<file path="config.mk">
export PLATFORM = sky130hd
export DESIGN_NAME = arp_rx_parser_flat
export DESIGN_NICKNAME = d
export VERILOG_FILES = /design/src/rtl/arp_rx_parser_if.sv /design/src/rtl/arp_rx_parser.sv /design/src/flat_wrapper.sv
export SDC_FILE = /design/constraint.sdc
export NUM_CORES = 1
export LEC_CHECK = 0
export BUFFER_PORTS_ARGS = -buffer_cell sky130_fd_sc_hd__buf_2
export CORE_MARGIN = 8
export CORE_UTILIZATION = 34
export DETAILED_ROUTE_END_ITERATION = 10
export SLEW_MARGIN = 20
export SYNTH_ARGS = -nofsm -noshare
export SYNTH_HDL_FRONTEND = slang
export SYNTH_SLANG_ARGS = --single-unit
</file>
<file path="constraint.sdc">
create_clock -name clk -period 17.7 [get_ports clk]
set_input_delay 1.77 -clock clk [delete_from_list [all_inputs] [get_ports clk]]
set_output_delay 1.77 -clock clk [all_outputs]
set_load 0.02 [all_outputs]
</file>
<file path="src/rtl/arp_rx_parser_if.sv">
// Receive byte stream bundle feeding the ARP parser.
// The MAC-side receiver is the master; the parser is the slave.
interface arp_rx_parser_if;
  logic [7:0] RxData;
  logic       RxValid;
  logic       RxSof;
  logic       RxEof;
  logic       RxErr;

  modport master (
    output RxData,
    output RxValid,
    output RxSof,
    output RxEof,
    output RxErr
  );

  modport slave (
    input RxData,
    input RxValid,
    input RxSof,
    input RxEof,
    input RxErr
  );
endinterface

</file>
<file path="src/rtl/arp_rx_parser.sv">
// ARP receive parser: checks an Ethernet/ARP frame byte by byte and
// pulses on requests for LocalIP or replies from PeerIP.
module arp_rx_parser #(
  parameter bit CHECK_DST_MAC = 1'b1
) (
  input  logic                  clk,
  input  logic                  rst,
  arp_rx_parser_if.slave        rx,
  input  logic [47:0]           LocalMAC,
  input  logic [31:0]           LocalIP,
  input  logic [31:0]           PeerIP,
  output logic                  ARPReqReced,
  output logic                  ARPReplyReced,
  output logic [47:0]           RecDstMacAddr,
  output logic [31:0]           RecSrcIP
);

  typedef enum logic [1:0] {
    IDLE,
    PARSE,
    WAIT_EOF,
    DROP
  } state_t;

  state_t      state;
  logic [1:0]  rstQ;
  logic        rstN;
  logic [5:0]  cnt;
  logic [5:0]  cntNext;
  logic [5:0]  idx;
  logic [7:0]  d;
  logic        parsing;
  logic        bcastR;
  logic        localR;
  logic        bcastN;
  logic        localN;
  logic        operReq;
  logic [7:0]  macByte;
  logic        fieldBad;
  logic [47:0] shaSh;
  logic [31:0] spaSh;
  logic [31:0] tpaSh;
  logic [31:0] tpaN;
  logic        eofHit;
  logic        accept;
  logic        hitReq;
  logic        hitRep;

  // Assert asynchronously, release on a clock edge.
  always_ff @(posedge clk or negedge rst) begin
    if (!rst) begin
      rstQ <= 2'b00;
    end else begin
      rstQ <= {rstQ[0], 1'b1};
    end
  end

  assign rstN = rstQ[1];

  assign d       = rx.RxData;
  assign parsing = rx.RxSof || (state == PARSE);
  assign idx     = rx.RxSof ? 6'd0 : cnt;
  assign cntNext = rx.RxSof ? 6'd1 :
                   (cnt == 6'd63) ? cnt : cnt + 6'd1;

  always_comb begin
    macByte = LocalMAC[7:0];
    case (idx[2:0])
      3'd0:    macByte = LocalMAC[47:40];
      3'd1:    macByte = LocalMAC[39:32];
      3'd2:    macByte = LocalMAC[31:24];
      3'd3:    macByte = LocalMAC[23:16];
      3'd4:    macByte = LocalMAC[15:8];
      default: macByte = LocalMAC[7:0];
    endcase
  end

  always_comb begin
    bcastN = bcastR;
    localN = localR;
    if (idx < 6'd6) begin
      bcastN = ((idx == 6'd0) || bcastR) && (d == 8'hFF);
      localN = ((idx == 6'd0) || localR) && (d == macByte);
    end
  end

  always_comb begin
    fieldBad = 1'b0;
    unique case (1'b1)
      idx < 6'd6:  fieldBad = CHECK_DST_MAC && !(bcastN || localN);
      idx == 6'd12: fieldBad = (d != 8'h08);
      idx == 6'd13: fieldBad = (d != 8'h06);
      idx == 6'd14: fieldBad = (d != 8'h00);
      idx == 6'd15: fieldBad = (d != 8'h01);
      idx == 6'd16: fieldBad = (d != 8'h08);
      idx == 6'd17: fieldBad = (d != 8'h00);
      idx == 6'd18: fieldBad = (d != 8'h06);
      idx == 6'd19: fieldBad = (d != 8'h04);
      idx == 6'd20: fieldBad = (d != 8'h00);
      idx == 6'd21: fieldBad = (d != 8'h01) && (d != 8'h02);
      default:      fieldBad = 1'b0;
    endcase
  end

  // TPA's last byte may arrive on the EOF beat itself.
  assign tpaN = (parsing && idx >= 6'd38 && idx <= 6'd41) ?
                {tpaSh[23:0], d} : tpaSh;

  assign eofHit = rx.RxValid && rx.RxEof && !rx.RxSof &&
                  ((state == WAIT_EOF) ||
                   (state == PARSE && !fieldBad && idx == 6'd41));
  assign accept = eofHit && !rx.RxErr && (tpaN == LocalIP);
  assign hitReq = accept && operReq;
  assign hitRep = accept && !operReq && (spaSh == PeerIP);

  always_ff @(posedge clk or negedge rstN) begin
    if (!rstN) begin
      state         <= IDLE;
      cnt           <= 6'd0;
      bcastR        <= 1'b0;
      localR        <= 1'b0;
      operReq       <= 1'b0;
      shaSh         <= 48'h0;
      spaSh         <= 32'h0;
      tpaSh         <= 32'h0;
      ARPReqReced   <= 1'b0;
      ARPReplyReced <= 1'b0;
      RecDstMacAddr <= 48'h0;
      RecSrcIP      <= 32'h0;
    end else begin
      ARPReqReced   <= hitReq;
      ARPReplyReced <= hitRep;
      if (hitReq || hitRep) begin
        RecDstMacAddr <= shaSh;
        RecSrcIP      <= spaSh;
      end
      if (rx.RxValid && (rx.RxSof || state != IDLE)) begin
        cnt <= cntNext;
        if (parsing) begin
          bcastR <= bcastN;
          localR <= localN;
          tpaSh  <= tpaN;
          if (idx == 6'd21) begin
            operReq <= (d == 8'h01);
          end
          if (idx >= 6'd22 && idx <= 6'd27) begin
            shaSh <= {shaSh[39:0], d};
          end
          if (idx >= 6'd28 && idx <= 6'd31) begin
            spaSh <= {spaSh[23:0], d};
          end
        end
        if (rx.RxSof && rx.RxEof) begin
          state <= IDLE;
        end else if (parsing) begin
          if (fieldBad) begin
            state <= rx.RxEof ? IDLE : DROP;
          end else if (rx.RxEof) begin
            state <= IDLE;
          end else if (idx == 6'd41) begin
            state <= WAIT_EOF;
          end else begin
            state <= PARSE;
          end
        end else if (rx.RxEof) begin
          state <= IDLE;
        end
      end
    end
  end

endmodule

</file>
<file path="src/flat_wrapper.sv">
// flat-port wrapper written by rule: the top's interface ports become plain ports
module arp_rx_parser_flat 
#(
  parameter bit CHECK_DST_MAC = 1'b1
)
  (clk, rst, LocalMAC, LocalIP, PeerIP, ARPReqReced, ARPReplyReced, RecDstMacAddr, RecSrcIP, rx_RxData, rx_RxValid, rx_RxSof, rx_RxEof, rx_RxErr);
  arp_rx_parser_if rx_i ();
  input  logic clk;
  input  logic rst;
  input  logic [47:0] LocalMAC;
  input  logic [31:0] LocalIP;
  input  logic [31:0] PeerIP;
  output logic ARPReqReced;
  output logic ARPReplyReced;
  output logic [47:0] RecDstMacAddr;
  output logic [31:0] RecSrcIP;
  input wire logic [$bits(rx_i.RxData)-1:0] rx_RxData;
  input wire logic [$bits(rx_i.RxValid)-1:0] rx_RxValid;
  input wire logic [$bits(rx_i.RxSof)-1:0] rx_RxSof;
  input wire logic [$bits(rx_i.RxEof)-1:0] rx_RxEof;
  input wire logic [$bits(rx_i.RxErr)-1:0] rx_RxErr;
  assign rx_i.RxData = rx_RxData;
  assign rx_i.RxValid = rx_RxValid;
  assign rx_i.RxSof = rx_RxSof;
  assign rx_i.RxEof = rx_RxEof;
  assign rx_i.RxErr = rx_RxErr;
  arp_rx_parser #(.CHECK_DST_MAC(CHECK_DST_MAC)) u_core (.clk(clk), .rst(rst), .rx(rx_i), .LocalMAC(LocalMAC), .LocalIP(LocalIP), .PeerIP(PeerIP), .ARPReqReced(ARPReqReced), .ARPReplyReced(ARPReplyReced), .RecDstMacAddr(RecDstMacAddr), .RecSrcIP(RecSrcIP));
endmodule
</file>
# Word-level counts from Yosys, hierarchy flattened
# Cells that the tools add are included.
# word_totals
register_bits	207
in_bits	126
output_inout_bits	82
word_cells	110
# classes
n_addsub	1
order_cmp	7
eq_ne	29
mux	15
reduce_logical	45
# op_table
cell	n
$eq 32x32->1	2
$pmux 8 s5	1
$eq 6x5->1 const B	6
$mux 32	1
$eq 6x4->1 const B	4
$logic_and 1x1->1	19
$mux 6	3
$ne 8x3->1 const B	2
$mux 2	7
$eq 6x6->1 const B	2
$ge 6x5->1 const B	2
$le 6x5->1 const B	2
$reduce_and 3->1	3
$eq 8x1->1 const B	1
$eq 8x8->1	1
$eq 8x8->1 const B	1
$ne 8x1->1 const B	1
$ne 8x2->1 const B	1
$ne 8x4->1 const B	1
$reduce_bool 8->1	1
$logic_or 1x1->1	7
$pmux 1 s7	1
$add 6x1->6 const B	1
$eq 3x2->1 const B	2
other kinds (17)	25

# Longest topological paths before layout
# Gate-level depths: netlist of the first run.
# depth
word_depth	19
mapped_depth	11
ltp_nobuf	8

# Worst setup path after synthesis of the first run
# OpenSTA, ideal clock, no wires.
# synth_timing
path_type	input to register
startpoint	input port rx_RxData[4]
endpoint	register u_core.RecDstMacAddr[2]
setup_ns	0.125
t_arrival_ns	3.635
required_ns	17.575
slack_ns	13.940
path_stages	9
n_path_buf	2
path_cell_list	clkbuf_1 > a22o_1 > a221o_1 > nor4_1 > nand4_1 > o21ai_1 > nand4_4 > buf_6 > mux2_4
# synth_via
elab_chain_cells	16
word_cells_on_any_way	29
classes_between	eq/ne (8); mux (4); reduce/logical (17)
# synth_rtl
element	line	source
start, declared	flat_wrapper.sv:17	input wire logic [$bits(rx_i.RxData)-1:0] rx_RxData;
$eq 8x8->1, on equally long branches	arp_rx_parser.sv:82, arp_rx_parser.sv:83	
$logic_and 1x1->1, on equally long branches	arp_rx_parser.sv:82, arp_rx_parser.sv:83	
$mux 1	arp_rx_parser.sv:81	if (idx < 6'd6) begin
$logic_or 1x1->1	arp_rx_parser.sv:90	idx < 6'd6: fieldBad = CHECK_DST_MAC && !(bcastN || localN);
$logic_not 1->1	arp_rx_parser.sv:90	
$pmux 1 s7	arp_rx_parser.sv:89	unique case (1'b1)
$logic_not 1->1	arp_rx_parser.sv:111	(state == PARSE && !fieldBad && idx == 6'd41));
$logic_and 1x1->1 (2 in a row)	arp_rx_parser.sv:111	
$logic_or 1x1->1	arp_rx_parser.sv:110	((state == WAIT_EOF) ||
$logic_and 1x1->1	arp_rx_parser.sv:109	assign eofHit = rx.RxValid && rx.RxEof && !rx.RxSof &&
$logic_and 1x1->1	arp_rx_parser.sv:112	assign accept = eofHit && !rx.RxErr && (tpaN == LocalIP);
$logic_and 1x1->1 (*)	arp_rx_parser.sv:112	
$logic_and 1x1->1 (2 in a row)	arp_rx_parser.sv:114	assign hitRep = accept && !operReq && (spaSh == PeerIP);
$logic_or 1x1->1 (*)	arp_rx_parser.sv:133	if (hitReq || hitRep) begin
end signal, assigned	arp_rx_parser.sv:134	RecDstMacAddr <= shaSh;
end, declared	arp_rx_parser.sv:14	output logic [47:0] RecDstMacAddr,
# Mark *: on every way between the ends. The rest lies on a longest branch, timed or not.
# A chain may end at the register's enable or synchronous reset.

# Worst setup path in the final report of the first run
# layout_timing
startpoint	input port PeerIP[31]
endpoint	register u_core.RecDstMacAddr[44]
# layout_via
elab_chain_cells	3
# layout_rtl
element	line	source
start, declared	flat_wrapper.sv:12	input logic [31:0] PeerIP;
$eq 32x32->1	arp_rx_parser.sv:114	
$logic_and 1x1->1	arp_rx_parser.sv:114	
$logic_or 1x1->1	arp_rx_parser.sv:133	
# No other way between the ends.

==> impl_metrics.yaml, run 1 <==
run_status:
  outcome: "completed"
synthesis:
  synth_top_family_by_area: "multiplexers"
  yosys.area_share.adder_pct: 0.124
  avgSynthCellArea_sq_um: 12.0
  ys_seq_area_share_pct: 51.3
  synthFlopType: "dfrtp_1"
  synth_mux_area_share_pct: 21.1
  synth-simple-area-share_pct: 9.29
  netlist_area_sq_um: 10100
  ys_ff_latch: 207
  yosys_warnings: 0
  synth_edf_count: 0
  synth_cells: 840
  ys_async_sr_fraction_pct: 100
  ys_types: 68
  synth_nets: 967
  synth_xor_area_share_pct: 5.90
  synth_compound_area_share_pct: 8.36
global_routing:
  grt_max_degree: 76
  met2_usage_pct: 23.3
  use_met3_pct: 4.05
  grt.total_usage_pct: 15.1
  grt_pass1_wl_microns: 43600
  grt_pass1_vias: 7605
  busiest_layer: "met2"
  use_met1_pct: 20.9
  overflow: 0
  antenna_found_initial: 0
die:
  rows: 63
  fp.dieH_microns: 188
  core_sq_um: 29400
  initial_core_util_pct: 34.3
  die_w_microns: 188
  dieArea_sq_um: 35400
  io_pins: 208
critical_path:
  crit_path_top_delay_cell: "buf_4"
  r2r_slack_ns: 13.81
  path_max_fanout: 50
  endpoint_kind: "flop"
  crit_chain: "buf_2 -> xor2_1 -> nor4_1 -> nand4_1 -> nor4_1 -> nand4_1 -> nand2_1 -> nand4_4 -> buf_4 -> mux2_4"
  cp-start-kind: "input pin"
  required_ns: 18.10
  path_class: "in2reg"
  arrival_ns: 5.04
  max_stage_delay_ns: 0.61
final_layout:
  layout.cells.non_filler: 1442
  nFillCells: 2817
  final_cell_mix: "buf_2 (207), dfrtp_1 (206), mux2_2 (136)"
  syn2layout_area_growth_pct: 21.8
  final_common_cell: "buf_2"
  antenna_cells: 0
  num-nets-final: 1164
  drive_gt1_share_pct: 41.6
cts:
  clockRootBuffer: "clkbuf_16"
  htreeDepth: 1
  clk_pin_slew_ns: 0.06
  cts_resized: 0
  postCtsSetupRepairBufs: 0
  cts_tree: "yes"
  clock_sinks: 207
  ctsHoldBuffers: 0
  cts-buffers-inserted: 24
  clk_latency_ns: 0.52
  clk_path_buf_depth: 3
pwr:
  sw_frac_of_total_pct: 27.7
  p_sw_w: 0.000347
  p_leak_nw: 6.37
  power.density_nw_per_um2: 102
  p_comb_share_pct: 14.0
  total_power_w: 0.00125
  internal_power_w: 0.000907
  seqPwrFrac_pct: 44.5
  peakVddDrop_v: 0.0000560
  pwr-share-clk_pct: 41.5
timing:
  setup_tns_ns: 0
  hold_viol: 0
  finalSetupViolCount: 0
  relSlewSlack_pct: 36.9
  final_max_slew_viol_count: 0
  worst_pin_slew_ns: 0.947
  grt_setup_unrepaired: "false"
  finalClockSkew_ns: 0.00975
  finalCritPeriodShare_pct: 26.2
  clock.fmax_ghz: 0.216
  min_period_ns: 4.64
drt:
  route.detailed.drc: 0
  postRouteWirelength_microns: 27200
  drtAntennaViolNets: 0
  first_pass_iters: 7
  drt_iter0_drc: 460
  drt-wirelength-per-cell_microns: 18.8
  vias: 7204
  vias_per_cell: 5.00
placement:
  placed_cells_incl_taps: 1400
  globalplace.congestion: 0.878
  dpl.hpwl_microns: 19700
  io_buffers: 207
flow_run:
  max_cap_viol_count: 0
worst_hold_path:
  hp-class: "reg2async"
-- synthesized netlist by cell type, drive strengths merged (14+ instances only) --
cell / n / share of area (%)
xnor2: 28 / 2.4
dfrtp: 207 / 51
nor4: 18 / 1.1
mux2: 172 / 21
nor3: 18 / 1.0
nor2: 27 / 1.1
o22ai: 23 / 1.4
nand2: 52 / 1.9
o21ai: 41 / 2.0
clkbuf: 22 / 0.82
xor2: 40 / 3.5
buf: 20 / 1.5
inv: 40 / 1.5
nand4: 14 / 1.0
a21oi: 20 / 0.99
-- state kept, by name, summed over array words and instances (netlist names) --
register / count
u_core.operReq: 1
u_core.ARPReplyReced: 1
u_core.state: 2
u_core.cnt: 6
u_core.RecSrcIP: 32
u_core.bcastR: 1
u_core.ARPReqReced: 1
u_core.rstQ: 2
u_core.shaSh: 48
u_core.spaSh: 32
u_core.localR: 1
u_core.tpaSh: 32
u_core.RecDstMacAddr: 48
-- power by group through the flow --
stage	sequential, W	clock, W	combinational [W]
5_1_grt	0.000566	0.000557	0.000199
3_5_place_dp	0.000570	0	0.000174
6_report	0.000558	0.000520	0.000176
2_1_floorplan	0.000536	0	0.000146
4_1_cts	0.000562	0.000539	0.000174
3_3_place_gp	0.000571	0	0.000172
-- final timing paths --
check,startpoint,to,depth (start not counted)
worst max-delay path,PeerIP[31],u_core.RecDstMacAddr[44]$_DFFE_PN0P_,10
worst min-delay path,u_core.rstQ[1]$_DFF_PN0_,u_core.RecSrcIP[4]$_DFFE_PN0P_,0
worst max register to register,u_core.cnt[2]$_DFFE_PN0P_,u_core.RecDstMacAddr[44]$_DFFE_PN0P_,9
worst min register to register,u_core.rstQ[1]$_DFF_PN0_,u_core.RecSrcIP[4]$_DFFE_PN0P_,0
max in group asynchronous,u_core.rstQ[1]$_DFF_PN0_,u_core.shaSh[4]$_DFFE_PN0P_,3
min in group clk,u_core.rstQ[0]$_DFF_PN0_,u_core.rstQ[1]$_DFF_PN0_,0
-- worst max-delay path: cells and delay by family --
kind | cells | cell delay, ns
buf+inv | 2 | 0.71
mux | 1 | 0.40
simple gates | 6 | 1.96
xor+xnor | 1 | 0.15
-- cells by family (layout without fill, tap and decap cells) --
group | Yosys count | after routing
multiplexers | 178 | 178
buffers and inverters | 82 | 294
flip-flops | 207 | 207
XOR/XNOR | 68 | 68
AO/OA/AOI/OAI | 128 | 128
adder cells (fa/ha/maj) | 1 | 1
other | 1 | 1
AND/OR/NAND/NOR | 175 | 175
-- final cells by class --
| class | count | area (sq um) | share of cell area (%) |
|---|---|---|---|
| clock buffers | 29 | 659 | 5.36 |
| clock inverters | 12 | 174 | 1.42 |
| inverters | 40 | 150 | 1.22 |
| multi-input cells | 551 | 4530 | 36.9 |
| flip-flops and latches | 207 | 5180 | 42.2 |
| well taps | 390 | 488 | 3.97 |
| repair buffers | 213 | 1100 | 8.96 |
-- per-layer routing --
| metal | vias up | wire, microns |
|---|---|---|
| li1 | 3421 | - |
| met1 | 3488 | 12600 |
| met2 | 259 | 12100 |
| met3 | 36 | 2040 |
| met4 | 0 | 466 |
| met5 | - | 0 |
-- metrics by stage --
step | setup slack [ns] | instance area, sq um | hold slack [ns] | utilization, %
6_report | 13.06 | 12300 | 0.237 | 41.8
5_1_grt | 12.85 | 12300 | 0.274 | 41.8
4_1_cts | 13.06 | 12300 | 0.349 | 41.7
3_5_place_dp | 12.49 | 11400 | 0.336 | 38.9
3_3_place_gp | 12.52 | 11400 | 0.339 | 38.9
2_1_floorplan | 11.50 | 10100 | 0.331 | -
(Power assumes the default switching activity.)
==> run 2: changes to the inputs <==
clock period = 4.04 ns   (was 17.7 ns; I/O delays follow)
==> impl_metrics.yaml, run 2 (synthesis results as in run 1) <==
global_routing:
  grt_pass1_wl_microns: 43500
  grt_pass1_vias: 7740
  antenna_found_initial: 0
  grt.total_usage_pct: 15.1
  grt_max_degree: 73
  overflow: 0
placement:
  io_buffers: 207
  globalplace.congestion: 0.983
  dpl.hpwl_microns: 20400
critical_path:
  path_max_fanout: 23
  crit_chain: "xor2_1 -> nor4_1 -> nand4_1 -> nor4_1 -> nand4_1 -> nand2_1 -> nand4_4 -> buf_12 -> mux2_4"
  max_stage_delay_ns: 0.48
  crit_path_top_delay_cell: "dfrtp_1"
  cp-start-kind: "flop"
  endpoint_kind: "flop"
  arrival_ns: 3.61
  path_class: "reg2reg"
  required_ns: 4.45
  r2r_slack_ns: 0.83
pwr:
  peakVddDrop_v: 0.000279
  p_leak_nw: 6.35
  total_power_w: 0.00520
  power.density_nw_per_um2: 425
drt:
  drtAntennaViolNets: 0
  route.detailed.drc: 0
  postRouteWirelength_microns: 27300
  drt-wirelength-per-cell_microns: 18.9
  first_pass_iters: 5
  vias: 7269
  drt_iter0_drc: 487
  vias_per_cell: 5.02
final_layout:
  drive_gt1_share_pct: 41.3
  final_util_pct: 41.7
  syn2layout_area_growth_pct: 21.4
  final_common_cell: "buf_2"
  final_cell_mix: "buf_2 (207), dfrtp_1 (206), mux2_2 (136)"
  nFillCells: 2840
  antenna_cells: 0
  multi_input_area_sq_um: 4530
  seqCellArea_sq_um: 5180
  top_regs: "u_core.RecDstMacAddr x48, u_core.shaSh x48"
  num-nets-final: 1170
flow_run:
  max_cap_viol_count: 0
timing:
  min_period_ns: 3.21
  grt_setup_unrepaired: "false"
  finalCritPeriodShare_pct: 79.4
  worst_pin_slew_ns: 0.924
  final_max_slew_viol_count: 0
  finalClockSkew_ns: 0.0113
  setup_tns_ns: 0
  hold_viol: 0
  hold_slack_ns: 0.130
  relSlewSlack_pct: 38.3
  finalSetupViolCount: 0
  clock.fmax_ghz: 0.312
die:
  die_w_microns: 188
  rows: 63
  dieArea_sq_um: 35400
  fp.dieH_microns: 188
  initial_core_util_pct: 34.3
  io_pins: 208
  core_sq_um: 29400
cts:
  clockRootBuffer: "clkbuf_16"
  cts_tree: "yes"
  postCtsSetupRepairBufs: 0
  clk_pin_slew_ns: 0.06
  htreeDepth: 1
  clk_path_buf_depth: 3
  clk_latency_ns: 0.53
  cts_resized: 0
  cts-buffers-inserted: 23
  ctsHoldBuffers: 1
  clock_sinks: 207
worst_hold_path:
  hp-class: "in2reg"
run_status:
  outcome: "completed"
run 2: path summary, 6_finish.rpt:
path,from,endpoint,cells past startpoint
setup / recovery,u_core.spaSh[2]$_DFFE_PN0P_,u_core.RecSrcIP[2]$_DFFE_PN0P_,9
hold / removal,rx_RxEof,u_core.state[0]$_DFFE_PN0P_,2
setup reg to reg,u_core.spaSh[2]$_DFFE_PN0P_,u_core.RecSrcIP[2]$_DFFE_PN0P_,9
hold reg to reg,u_core.rstQ[0]$_DFF_PN0_,u_core.rstQ[1]$_DFF_PN0_,0
max in group asynchronous,u_core.rstQ[1]$_DFF_PN0_,u_core.tpaSh[30]$_DFFE_PN0P_,1
min in group asynchronous,rst,u_core.rstQ[0]$_DFF_PN0_,2
run 2: metrics by stage:
stage	std cells	setup WS [ns]	cell area, sq um
after floorplan	840	0.632	10100
after global placement	1407	0.786	11500
after detailed placement	1407	0.742	11500
after CTS	1448	0.757	12300
after global routing	1448	0.536	12300
final	1448	0.834	12300
run 2: critical path: cells and delay by family (launching register included):
kind / cells / cell delay, ns
xor+xnor: 1 / 0.19
flops: 1 / 0.48
buf+inv: 1 / 0.36
mux: 1 / 0.31
simple gates: 6 / 1.72
run 2: per-layer routing:
layer / vias to the layer above / part of all wire (%) / global-route usage [%] / wire, microns
li1: 3415 / - / - / -
met1: 3534 / 46 / 20.3 / 12500
met2: 273 / 45 / 23.4 / 12200
met3: 47 / 7.4 / 4.42 / 2010
met4: 0 / 2.2 / 4.03 / 609
met5: - / 0 / 0 / 0
run 2: cell type report:
class | instances | area share [%]
clock buffer | 33 | 5.25
inverter | 40 | 1.23
clock inverter | 7 | 0.429
tap | 390 | 3.98
sequential | 207 | 42.3
timing repair buffer | 220 | 9.78
multi-input combinational | 551 | 37.0
run 2: power by group:
part           total (W)  internal (W)  switching (W)
clock            0.00197       0.00111       0.000855
sequential       0.00241       0.00220       0.000210
combinational   0.000823      0.000371       0.000451
